===== src/rtl/param_mux_sched_if.sv =====
// Channel-side and consumer-side handshake bundle for param_mux_sched.
// The producer/consumer environment takes master; the mux takes slave.
interface param_mux_sched_if #(
   parameter int WIDTH = 8,
   parameter int NCH   = 4,
   parameter int SELW  = 2
);
   logic [NCH*WIDTH-1:0] in_data;
   logic [NCH-1:0]       in_valid;
   logic [NCH-1:0]       in_ready;
   logic                 mode;
   logic [SELW-1:0]      sel;
   logic [WIDTH-1:0]     out_data;
   logic [SELW-1:0]      out_ch;
   logic                 out_valid;
   logic                 out_ready;

   modport master (
      output in_data, in_valid, mode, sel, out_ready,
      input  in_ready, out_data, out_ch, out_valid
   );

   modport slave (
      input  in_data, in_valid, mode, sel, out_ready,
      output in_ready, out_data, out_ch, out_valid
   );
endinterface


===== src/rtl/param_mux_sched.sv =====
// NCH-to-1 valid/ready channel merge with manual or round-robin selection
// and a single registered output word.
module param_mux_sched #(
   parameter int WIDTH = 8,
   parameter int NCH   = 4,
   parameter int SELW  = 2
) (
   input logic              clk,
   input logic              rst,
   param_mux_sched_if.slave bus
);
   // state   | meaning
   // S_EMPTY | output register holds no word
   // S_FULL  | out_data/out_ch hold a word waiting for out_ready
   typedef enum logic {S_EMPTY = 1'b0, S_FULL = 1'b1} state_t;

   state_t           state_q, state_d;
   logic [WIDTH-1:0] out_data_q, out_data_d;
   logic [SELW-1:0]  out_ch_q, out_ch_d;
   logic [SELW-1:0]  ptr_q, ptr_d;
   logic [SELW-1:0]  chosen;
   logic             grant;
   logic             load_en;
   logic             xfer;

   always_comb begin
      int idx;
      idx    = 0;
      grant  = 1'b0;
      chosen = '0;
      if (!bus.mode) begin
         if (int'(bus.sel) < NCH) begin
            grant  = bus.in_valid[bus.sel];
            chosen = bus.sel;
         end
      end else begin
         // scan ptr..NCH-1 then 0..ptr-1; wrap is an explicit compare so odd NCH works
         for (int j = 0; j < NCH; j++) begin
            idx = int'(ptr_q) + j;
            if (idx >= NCH) idx = idx - NCH;
            if (!grant && bus.in_valid[idx]) begin
               grant  = 1'b1;
               chosen = SELW'(idx);
            end
         end
      end
   end

   assign load_en = (state_q == S_EMPTY) || bus.out_ready;
   assign xfer    = grant && load_en && !rst;

   always_comb begin
      bus.in_ready = '0;
      if (xfer) bus.in_ready[chosen] = 1'b1;
   end

   always_comb begin
      state_d    = state_q;
      out_data_d = out_data_q;
      out_ch_d   = out_ch_q;
      ptr_d      = ptr_q;
      if (xfer) begin
         state_d    = S_FULL;
         out_data_d = bus.in_data[int'(chosen)*WIDTH +: WIDTH];
         out_ch_d   = chosen;
         if (bus.mode) ptr_d = (chosen == SELW'(NCH-1)) ? '0 : chosen + 1'b1;
      end else if (state_q == S_FULL && bus.out_ready) begin
         state_d = S_EMPTY;
      end
   end

   always_ff @(posedge clk) begin
      if (rst) begin
         state_q    <= S_EMPTY;
         out_data_q <= '0;
         out_ch_q   <= '0;
         ptr_q      <= '0;
      end else begin
         state_q    <= state_d;
         out_data_q <= out_data_d;
         out_ch_q   <= out_ch_d;
         ptr_q      <= ptr_d;
      end
   end

   assign bus.out_valid = (state_q == S_FULL);
   assign bus.out_data  = out_data_q;
   assign bus.out_ch    = out_ch_q;
endmodule


===== src/flat_wrapper.sv =====
// flat-port wrapper written by rule: the top's interface ports become plain ports
module param_mux_sched_flat 
#(
   parameter int WIDTH = 8,
   parameter int NCH   = 4,
   parameter int SELW  = 2
)
  (clk, rst, bus_in_data, bus_in_valid, bus_mode, bus_sel, bus_out_ready, bus_in_ready, bus_out_data, bus_out_ch, bus_out_valid);
  param_mux_sched_if #(.WIDTH(WIDTH), .NCH(NCH), .SELW(SELW)) bus_i ();
  input logic clk;
  input logic rst;
  input wire logic [$bits(bus_i.in_data)-1:0] bus_in_data;
  input wire logic [$bits(bus_i.in_valid)-1:0] bus_in_valid;
  input wire logic [$bits(bus_i.mode)-1:0] bus_mode;
  input wire logic [$bits(bus_i.sel)-1:0] bus_sel;
  input wire logic [$bits(bus_i.out_ready)-1:0] bus_out_ready;
  output wire logic [$bits(bus_i.in_ready)-1:0] bus_in_ready;
  output wire logic [$bits(bus_i.out_data)-1:0] bus_out_data;
  output wire logic [$bits(bus_i.out_ch)-1:0] bus_out_ch;
  output wire logic [$bits(bus_i.out_valid)-1:0] bus_out_valid;
  assign bus_i.in_data = bus_in_data;
  assign bus_i.in_valid = bus_in_valid;
  assign bus_i.mode = bus_mode;
  assign bus_i.sel = bus_sel;
  assign bus_i.out_ready = bus_out_ready;
  assign bus_in_ready = bus_i.in_ready;
  assign bus_out_data = bus_i.out_data;
  assign bus_out_ch = bus_i.out_ch;
  assign bus_out_valid = bus_i.out_valid;
  param_mux_sched #(.WIDTH(WIDTH), .NCH(NCH), .SELW(SELW)) u_core (.clk(clk), .rst(rst), .bus(bus_i));
endmodule

===== config.mk =====
export PLATFORM = sky130hd
export DESIGN_NAME = param_mux_sched_flat
export DESIGN_NICKNAME = d
export VERILOG_FILES = /design/src/rtl/param_mux_sched_if.sv /design/src/rtl/param_mux_sched.sv /design/src/flat_wrapper.sv
export SDC_FILE = /design/constraint.sdc
export NUM_CORES = 1
export LEC_CHECK = 0
export ABC_AREA = 1
export CORE_MARGIN = 4
export CORE_UTILIZATION = 45
export CTS_BUF_LIST = sky130_fd_sc_hd__clkbuf_2 sky130_fd_sc_hd__clkbuf_4 sky130_fd_sc_hd__clkbuf_8
export DETAILED_ROUTE_END_ITERATION = 10
export PLACE_DENSITY = 0.91
export SLEW_MARGIN = 10
export SYNTH_ARGS = -nofsm -noshare
export SYNTH_HDL_FRONTEND = slang
export SYNTH_SLANG_ARGS = --single-unit
export TNS_END_PERCENT = 100

===== constraint.sdc =====
create_clock -name clk -period 3.86 [get_ports clk]
set_input_delay 0.772 -clock clk [delete_from_list [all_inputs] [get_ports clk]]
set_output_delay 0.772 -clock clk [all_outputs]
set_load 0.005 [all_outputs]

==> impl_results.md <==
* Status: finished, final reports clean
* Vias at 1577
* Final setup violation count at 0
* Fillers at 255
* Final WL at 3624 um
* Post-synth EDFFs at 0
* Commonest non-fill, non-tap cell in the layout: nand2_1
* Worst Max-Slew Pin Slew at 336.3 ps
* Number of global-route vias before repair at 1469
* Drt initial violations at 87
* CP Data Required Time at 3090 ps
* Setup CP Type: in2out
* DRC violations left at 0
* CTS tree: done
* RePlAce Congestion at 0.9349
* Initial antenna violation count at 0
* Diodes inserted at 0
* H-tree depth at 1
* XOR/XNOR Fraction of Synth Area at 0%
* P_int at 316.1 uW
* Via density at 4.991
* HPWL after DPL at 2957 um
* Largest net degree at the start of global routing at 20
* Synth Net Count at 268
* Sw Share at 38.72%
* Clk_lat worst skew at 280 ps
* DR pass1 iterations at 4
* Adder-cell share of the synthesized area at 0%
* Io pins at 57
* RSZ-0062 raised after global routing: no
* Clk slew on worst S/H paths at 80 ps
* # rows at 19
* Setup WS pre-CTS at 146.9 ps
* Clock power frac at 16.3%
* Most frequent cells in the layout: nand2_1 (69), clkdlybuf4s50_1 (55), nand3_1 (31), inv_1 (27), nor2_1 (26)
* Yosys cell types at 28
* Global-route wire length before repair at 5858 um
* Die outline width at 62.72 um
* Leakage at 0.0009787 uW
* Simple-Gate Fraction of Synth Area at 58.50%
* Nets at 328
* Layout cells sized above 1 at 16.14%
* Fmax achieved at 0.2721 GHz
* Worst EP arrival at 2900 ps
* Max Cap Violations at 0
* Port Buf Inserts at 56
* Die area at 3934 um2
* Core Region at 2805 um2
* Most common flop cell mapped by yosys: dfxtp_1
* Synthesis warning total at 0
* Wire per inst at 11.47 um
* Cells after Synth at 226
* Seq/Total Area, Yosys at 19.31%
* PD cells at 263.4 nW/um2
* Remaining global-route overflow at 0
* NetSw at 199.7 uW
* Max-slew violation count at 0
* CTS buffer count at 3
* P&R area growth vs syn at 45.31%
* Logic pwr share at 53.2%
* Startpoint types: input port
* Seq pwr share at 30.5%
* Initial core utilization at 48.04%
* Tot GR Track Use at 17.82%
* Synth Cell Area at 1348 um2
* Setup TNS after final layout at 0 ps
* FF+latch count, synth at 13
* Final setup skew at 6.248 ps
* Mux contribution to synthesized area at 0%
* Setup ws final at 185.2 ps
* Post-synthesis async set-or-reset flop share at 0%
* Synth Area in Compound Gates at 7.521%
* Max Fanout on Critical Path at 19
* Combinational family with the most area after synthesis: simple AND/OR/NAND/NOR gates
* Final Cycle Share at 95.20%
* Minimum clock period at 3675 ps
* Worst IR Drop VDD at 0.2055 mV
* Mapped Avg Cell Area at 5.963 um2
* Final Hold Fails at 0
* Final ANT Viol Nets at 0
* Clock tree sinks at 13
* Worst setup EP type: output port
* Clock buffer depth at 2
* CTS hold repair buffers at 0
* Die height at 62.72 um
* Hold Crit Class: reg2reg
* Clock Root Buffer: clkbuf_4
* Worst slew margin at 77.50%
## repair_timing
item,CTS,global route
gates resized for setup,0,1
setup endpoints to repair,0,2
buffers inserted,0,1
## synth_stat cells (all sizes together), types with 2 or more instances
| master | n | share of area, % |
|---|---|---|
| buf | 8 | 5.3 |
| nand2 | 82 | 27 |
| dfxtp | 13 | 19 |
| o21ai | 7 | 2.6 |
| a21oi | 5 | 1.9 |
| nor2 | 29 | 10 |
| inv | 33 | 9.4 |
| nand3 | 42 | 20 |
| nor3 | 2 | 1.1 |
## cells by family after synthesis
group	count (synthesis)
and+or+nand+nor	156
buffers and inverters	41
DFF	13
AOI/OAI and AO/OA	16
## layer usage
metal | part of all wire, % | up-vias | wire (um) | track usage (%)
met4 | 1.4 | 0 | 52 | 5.234
met3 | 6.5 | 4 | 234 | 4.856
met1 | 42 | 681 | 1515 | 20.24
met5 | 0 | - | 0 | 0
li1 | - | 829 | - | -
met2 | 50 | 63 | 1821 | 32.22
## final timing paths
path	startpoint	end	slack (ps)	depth (start not counted)
worst min register to register	u_core.bus.out_ch[1]	u_core.bus.out_ch[1]	460	2
worst max-delay path	bus_in_valid[3]	bus_in_ready[0]	190	14
worst min-delay path	u_core.bus.out_ch[1]	u_core.bus.out_ch[1]	460	2
worst max register to register	u_core.ptr_q[0]	u_core.bus.out_data[6]	1720	15
## worst max-delay path, cell delays in order
cell and delay (ps):
clkdlybuf4s50_1 500, inv_1 90, nand2_1 70, nand2_1 50, nand2_1 70, nand2_2 80
nand2_2 80, nand2_1 60, nand2_2 70, nand3_4 140, nand2_8 170, inv_4 60
nor3_2 160, clkdlybuf4s50_1 530
## metrics by stage
step                cell area [um2]  hold WS [ps]  util (%)  total power (uW)  std cells
finish                         1958         464.9     69.80             515.8        316
global placement               1921         452.1     68.47             426.6        311
global route                   1958         503.2     69.80             557.6        316
CTS                            1948         467.0     69.45             516.4        315
floorplan                      1348         454.5         -             333.2        226
detailed placement             1921         455.1     68.47             431.8        311
## state kept, by name, indices dropped and copies added (netlist names)
| name | flops |
|---|---|
| u_core.bus.out_valid | 1 |
| u_core.bus.out_ch | 2 |
| u_core.bus.out_data | 8 |
| u_core.ptr_q | 2 |
## power groups by stage
stage | clock network (uW) | registers, uW | logic [uW]
floorplan | 0 | 159 | 174
global placement | 0 | 159 | 267
detailed placement | 0 | 160 | 272
CTS | 86.3 | 157 | 273
global route | 95.5 | 159 | 303
finish | 84.1 | 157 | 274
## layout make-up
class	count	area, um2	area share [%]
clock buffer	3	22.52	1.150
clock inverter	1	5.005	0.2556
inverter	33	126.4	6.454
multi-input combinational	172	889.6	45.43
sequential	13	260.3	13.29
tap	31	38.79	1.981
timing repair buffer	63	615.6	31.44
(Power assumes the default switching activity.)
